==> src/rtl/half_life_decay_engine.sv <==
`default_nettype none
// ============================================================================
// Module   : half_life_decay_engine
// Purpose  : Models radioactive decay of a quantity. After start, the
//            quantity is halved once every (period+1) base ticks until it
//            reaches zero. Reports the live quantity, a one-cycle pulse per
//            halving, the number of half-lives elapsed, and busy/done status.
// Revision : 1.0 - initial release
// ============================================================================
module half_life_decay_engine #(
  parameter int TICK_DIV = 1000,  // clk cycles per base tick (>= 2)
  parameter int QW       = 8      // quantity width (2..15)
) (
  input  logic          clk,
  input  logic          reset,
  input  logic          start,
  input  logic          abort,
  input  logic [3:0]    period,
  input  logic [QW-1:0] init_qty,
  output logic [QW-1:0] qty,
  output logic [3:0]    halves,
  output logic          halflife_pulse,
  output logic          busy,
  output logic          done
);

  // Prescaler width; TICK_DIV >= 2 always gives at least one bit.
  localparam int PW = (TICK_DIV > 1) ? $clog2(TICK_DIV) : 1;
  localparam logic [PW-1:0] C_TICK_LAST = PW'(TICK_DIV - 1);

  typedef enum logic [1:0] {
    S_IDLE = 2'd0,
    S_RUN  = 2'd1,
    S_DONE = 2'd2
  } state_e;

  state_e        state_q,  state_d;
  logic [PW-1:0] presc_q,  presc_d;
  logic [3:0]    sub_q,    sub_d;
  logic [3:0]    period_q, period_d;
  logic [QW-1:0] qty_q,    qty_d;
  logic [3:0]    halves_q, halves_d;
  logic          pulse_q,  pulse_d;

  logic          tick_w;
  logic [QW-1:0] half_qty_w;

  // A base tick is the cycle in which the prescaler sits at its last count.
  always_comb begin
    tick_w     = (presc_q == C_TICK_LAST);
    half_qty_w = qty_q >> 1;
  end

  // Next-state logic: run acceptance, tick/sub-tick counting and halving.
  always_comb begin
    state_d  = state_q;
    presc_d  = presc_q;
    sub_d    = sub_q;
    period_d = period_q;
    qty_d    = qty_q;
    halves_d = halves_q;
    pulse_d  = 1'b0;

    case (state_q)
      S_IDLE, S_DONE: begin
        // start wins over abort here; abort has no meaning outside a run.
        if (start) begin
          halves_d = 4'd0;
          if (init_qty != '0) begin
            period_d = period;
            qty_d    = init_qty;
            presc_d  = '0;
            sub_d    = 4'd0;
            state_d  = S_RUN;
          end else begin
            qty_d    = '0;
            state_d  = S_DONE;
          end
        end
      end

      S_RUN: begin
        if (abort) begin
          // Freeze quantity and count; a coincident tick is discarded.
          state_d = S_IDLE;
        end else begin
          presc_d = tick_w ? '0 : presc_q + PW'(1);
          if (tick_w) begin
            if (sub_q == period_q) begin
              sub_d    = 4'd0;
              qty_d    = half_qty_w;
              halves_d = (halves_q == 4'd15) ? 4'd15 : halves_q + 4'd1;
              pulse_d  = 1'b1;
              if (half_qty_w == '0) begin
                state_d = S_DONE;
              end
            end else begin
              sub_d = sub_q + 4'd1;
            end
          end
        end
      end

      default: begin
        state_d = S_IDLE;
      end
    endcase
  end

  // State and datapath registers with synchronous reset.
  always_ff @(posedge clk) begin
    if (reset) begin
      state_q  <= S_IDLE;
      presc_q  <= '0;
      sub_q    <= 4'd0;
      period_q <= 4'd0;
      qty_q    <= '0;
      halves_q <= 4'd0;
      pulse_q  <= 1'b0;
    end else begin
      state_q  <= state_d;
      presc_q  <= presc_d;
      sub_q    <= sub_d;
      period_q <= period_d;
      qty_q    <= qty_d;
      halves_q <= halves_d;
      pulse_q  <= pulse_d;
    end
  end

  // All outputs come straight from registers.
  always_comb begin
    qty            = qty_q;
    halves         = halves_q;
    halflife_pulse = pulse_q;
    busy           = (state_q == S_RUN);
    done           = (state_q == S_DONE);
  end

endmodule
`default_nettype wire

==> config.mk <==
export PLATFORM = sky130hd
export DESIGN_NAME = half_life_decay_engine
export DESIGN_NICKNAME = d
export VERILOG_FILES = /design/src/rtl/half_life_decay_engine.sv
export SDC_FILE = /design/constraint.sdc
export NUM_CORES = 1
export LEC_CHECK = 0
export CAP_MARGIN = 20
export CORE_MARGIN = 2
export CORE_UTILIZATION = 38
export CTS_CLUSTER_DIAMETER = 150
export CTS_CLUSTER_SIZE = 30
export DETAILED_ROUTE_END_ITERATION = 12
export PLACE_DENSITY = 0.74
export SLEW_MARGIN = 20
export SYNTH_ARGS = -nofsm -noshare
export SYNTH_HDL_FRONTEND = slang
export SYNTH_SLANG_ARGS = --single-unit
==> constraint.sdc <==
create_clock -name clk -period 1.5 [get_ports clk]
set_input_delay 0.3 -clock clk [delete_from_list [all_inputs] [get_ports clk]]
set_output_delay 0.3 -clock clk [all_outputs]
set_load 0.05 [all_outputs]
# Word level (Yosys, flattened, before mapping)

Index checks and enable logic that the tools add are counted.

Reductions and logical operators: 11
Bitwise operators: 2
Multiplexer cells: 31
Equal/unequal tests: 13
$add $sub $neg: 3

Operators by type and width:

| operator                                                         | number |
|---|---|
| 10-bit 2-to-1 mux                                                | 4 |
| 4-bit 2-to-1 mux                                                 | 10 |
| 8-bit 2-to-1 mux                                                 | 5 |
| 10-bit one-hot mux with 2 select lines                           | 1 |
| 4-bit one-hot mux with 2 select lines                            | 2 |
| 8-bit one-hot mux with 2 select lines                            | 1 |
| 2-bit 2-to-1 mux                                                 | 6 |
| 10-bit by 1-bit adder with 10-bit output (second input constant) | 1 |
| 10-bit == test (second input constant)                           | 1 |
| 5-bit AND reduction                                              | 2 |
| 3-bit by 2-bit != test with 1-bit output (second input constant) | 3 |
| 4-bit by 1-bit adder with 4-bit output (second input constant)   | 2 |
| 8-bit zero test                                                  | 1 |
| 4-bit AND reduction                                              | 2 |
| 8-bit nonzero test                                               | 1 |
| 2-bit != test (second input constant)                            | 3 |
| 4-bit == test                                                    | 1 |
| 4-bit == test (second input constant)                            | 1 |
| 2-bit by 1-bit != test with 1-bit output (second input constant) | 2 |
| 2-bit one-hot mux with 2 select lines                            | 1 |
| 4-bit OR reduction                                               | 1 |
| 3-bit AND reduction                                              | 1 |
| 2-bit by 1-bit == test with 1-bit output (second input constant) | 1 |
| 2-bit == test (second input constant)                            | 1 |
| other kinds (5)                                                  | 6 |

Register bits: 33
Word-level logic and storage cells: 67
Output and inout bits: 15

# Longest topological paths before layout

Depth in word-level cells: 6
Depth in mapped cells: 8
Depth with buffers taken out: 6

# Worst setup path after synthesis

OpenSTA, ideal clock, no wires.

Path kind: register -> register
From: register state_q[1]
To: register presc_q[6]
Stages on the path, launching flop included: 8
Clock period less this slack: 1.857 ns
Buffers on the path: 1
Slack: -0.357 ns
Data arrival time: 1.787 ns
Cell sequence: dfxtp_1 nand2b_1 clkbuf_1 inv_1 nand2b_1 a21o_1 or3_1 a21oi_1

Elaborated cells on any way between the ends: 10

RTL lines:

| item                                                                        | line | RTL |
|---|---|---|
| from (decl)                                                                 | 37   | `state_e state_q, state_d;` |
| from (signal assigned)                                                      | 121  | `state_q <= state_d;` |
| 2-bit by 1-bit == test with 1-bit output *                                  | -    |  |
| named net busy                                                              | 23   | `output logic busy,` |
| 2-bit != test (no source line) / 2-bit nonzero test (equally long branches) | -    |  |
| 4-bit AND reduction (no source line)                                        | -    |  |
| to (signal assigned)                                                        | 122  | `presc_q <= presc_d;` |
| to (decl)                                                                   | 38   | `logic [PW-1:0] presc_q, presc_d;` |

Mark *: on every way through the listed nets, which the timed path passes. The rest lies on a longest branch.
A chain may end at the register's enable or synchronous reset.

# Worst setup path in the final report

From: register presc_q[0]
To: register presc_q[6]

Cells in the longest elaborated chain, start to end: 4
Elaborated cells on any way between the ends: 5

Ends and longest elaborated chain:

| item                                                                              | line   | RTL |
|---|---|---|
| 10-bit by 1-bit adder with 10-bit output / 10-bit == test (equally long branches) | 87, 50 |  |
| 10-bit 2-to-1 mux *                                                               | 87     | `presc_d = tick_w ? '0 : presc_q + PW'(1);` |
| 10-bit 2-to-1 mux *                                                               | 83     | `if (abort) begin` |
| 10-bit one-hot mux with 2 select lines *                                          | 64     | `case (state_q)` |

Mark *: on every way between the ends. The rest lies on a longest branch, timed or not. The select of a mux whose other input is x is not followed.

==> run summary <==
slowest CP cell: or3_1
worst-path cell chain: ha_4 > nand4b_1 > o31ai_4 > buf_4 > a21o_1 > or3_1 > a21oi_2
Final ANT Viol Nets: 0
Post-Syn Instances: 204
asr flop ratio synth: 0
Vert. Die Dim: 71.65 um
worst-path fanout max: 5
max cap viols: 0
highest clock rate: 0.5655 GHz
# hold bufs at CTS: 0
Gate power share: 0.292
share of power burned in the clock network: 0.295
RSZ-0062 raised after global routing: true
Power Total: 0.002280 W
hold path startpoint: init_qty[7]
Min Hold Slack: 0.4381 ns
P_leak: 1.310 nW
ys flop type: dfxtp_1
failing checks: negative setup slack
Post-DP Area: 2688 sq um
pin count of the biggest net entering global routing: 13
Worst Hold Class: input pin to flop
CP required: 1.72 ns
Die X: 71.65 um
clock sinks: 33
R2R setup slack: -0.27 ns
Syn Nets: 223
Endpoint, Worst Hold: qty[7]$_SDFFE_PP0P_
Core ar.: 4384 sq um
most common cell after layout, fill and taps aside: buf_4
sequential power share: 0.413
initial antenna violation count: 0
internal power: 0.001550 W
first-pass GRT wire length: 8.956 mm
outcome: finished, violations left
Final Hold Fails: 0
Iteration-0 DRC Markers: 146
hold path cells: 3
Setup Viol. Count Final: 28
input/output buffers: 30
synth warn: 0
WP data arrival: 1.99 ns
Mapped Area: 1739 sq um
switching part of the total power: 0.3203
Final Cell Area: 3149 sq um
CTS tree: done
R2R Path Start: presc_q[0]$_SDFFE_PP0P_
register bit total from synthesis: 33
Vias per Instance: 5.565
relative slew slack: 0.7084
DP Wirelength: 3.750 mm
worst vdd ir: 0.6351 mV
layout cells sized above 1: 0.5265
GPL Wtd Cong: 0.8496
Syn Area/Cell: 8.525 sq um
gr usage total: 0.2212
Slew Limit Fails: 0
Sw Pwr: 0.0007304 W
drt pass-1 iters: 4
Avg WL per Cell: 17.38 um
RR Endpoint: presc_q[6]$_SDFFE_PP0P_
Setup crit end kind: flop
clock skew: 0.01343 ns
WL final: 6.152 mm
Clock Path Buffers: 2
CTS H-Tree Depth: 2
die footprint: 5134 sq um
area grow syn2layout: 81.08%
Clk Latency, worst-skew pair: 0.30 ns
DRC viols: 0
Core Rows: 24
Worst-path clk slew: 0.08 ns
Num CTS Buffers: 5
ANT cells: 0
Pwr per Cell Area: 724.0 nW/um^2
Cell variety after synth: 48
vias in the first global route: 1,938
number of fill cells: 293
fin crit share: 1.179
most frequent cells in the layout: buf_4, dfxtp_1, buf_12
post-route setup slack: -0.2683 ns
post-synthesis sequential area ratio: 0.3799
CP Class: flop to flop
remaining global-route overflow: 0
Ports: 31
CP max stage delay: 0.40 ns
Via Count: 1,970
reg2reg path depth: 7
number of synthesized flops with an enable pin: 0
Initial Utilization: 0.3967
startpoint types: flop
fin nets: 320
Tmin final: 1.768 ns
worst-margin pin slew: 0.4333 ns
Root Driver: clkbuf_8
state kept, by name, indices dropped and copies added, names as in the netlist:
signal / flops
qty: 8
sub_q: 4
halves: 4
halflife_pulse: 1
presc_q: 10
state_q: 2
period_q: 4
what timing repair did:
item / CTS / global route
resized for setup: 32 / 31
endpoints found under the hold margin: 0 / 0
setup buffers: 9 / 11
setup endpoints to repair: 32 / 34
pin swaps: 13 / 19
power by group through the flow:
stage | clock network, W | logic [W] | registers (W)
floorplan | 0 | 0.000216 | 0.00102
global placement | 0 | 0.000563 | 0.000956
detailed placement | 0 | 0.000571 | 0.000956
CTS | 0.000665 | 0.000611 | 0.000936
global route | 0.000708 | 0.000702 | 0.000945
finish | 0.000673 | 0.000666 | 0.000941
how the worst max path moves through the flow:
stage | end | from | slack, ns | cells after the start
2_1_floorplan | presc_q[6]$_SDFFE_PP0P_ | state_q[1]$_SDFFE_PP0P_ | -0.1 | 7
3_3_place_gp | presc_q[6]$_SDFFE_PP0P_ | init_qty[3] | -0.38 | 7
3_5_place_dp | presc_q[6]$_SDFFE_PP0P_ | init_qty[1] | -0.43 | 7
4_1_cts | state_q[1]$_SDFFE_PP0P_ | period_q[1]$_SDFFE_PP0P_ | -0.16 | 6
5_1_grt | halves[3]$_SDFFE_PP0P_ | period_q[0]$_SDFFE_PP0P_ | -0.32 | 7
6_report | presc_q[6]$_SDFFE_PP0P_ | presc_q[0]$_SDFFE_PP0P_ | -0.27 | 7
layout make-up:
| cell class | count | area, sq um | share of cell area |
|---|---|---|---|
| sequential | 33 | 673.1 | 0.2137 |
| inverter | 6 | 26.28 | 0.008343 |
| clock inverter | 2 | 10.01 | 0.003178 |
| multi-input combinational | 156 | 1301 | 0.4132 |
| tap | 52 | 65.06 | 0.02066 |
| timing repair buffer | 99 | 1001 | 0.3178 |
| clock buffer | 6 | 72.57 | 0.02304 |
logic make-up after synthesis:
logic type / share of synthesized area
XOR/XNOR: 0.02518
adder cells (fa/ha/maj): 0.02159
AND/OR/NAND/NOR: 0.2820
flip-flops: 0.3799
AO/OA/AOI/OAI: 0.2043
multiplexers: 0.05180
buffers and inverters: 0.03525
stage by stage:
stage                     cells  utilization  setup WS [ns]  TNS (ns)
after floorplan             204            -       -0.09651    -1.100
final                       354       0.7183        -0.2683    -4.136
after detailed placement    328       0.6130        -0.4317    -9.446
after global routing        354       0.7183        -0.3207    -6.050
after global placement      328       0.6130        -0.3849    -8.224
after CTS                   344       0.6684        -0.1627    -2.768
routing by layer:
layer	global-route usage	wire length, um	vias to the layer above
met4	0.09015	113	0
met2	0.3817	3200	53
li1	-	-	949
met1	0.2698	2603	957
met5	0	0	-
met3	0.04219	234	11
synthesized netlist by cell type, types with 3 or more instances:
cell type  instances  share of area
nor3_1            15          0.043
nand3_1           13          0.037
clkbuf_1           6          0.013
nor2_1            12          0.026
nand2_1           18          0.039
a21o_1             3          0.013
ha_1               3          0.022
a211oi_1           7          0.030
inv_1              6          0.013
nand4_1            3          0.011
dfxtp_1           33           0.38
nor2b_1            4          0.014
mux2i_1            9          0.052
nor4_1             3          0.011
xor2_1             4          0.020
nand2b_1           4          0.014
o21ai_0            7          0.020
a21oi_1           18          0.052
worst max-delay path, delay by kind of cell (launching register included):
kind	cells	cell delay [ns]
flip-flops	1	0.34
buffers and inverters	1	0.16
AND/OR/NAND/NOR	2	0.57
adder cells (fa/ha/maj)	1	0.17
AO/OA/AOI/OAI	3	0.45
Power figures use the tool's default switching activity.
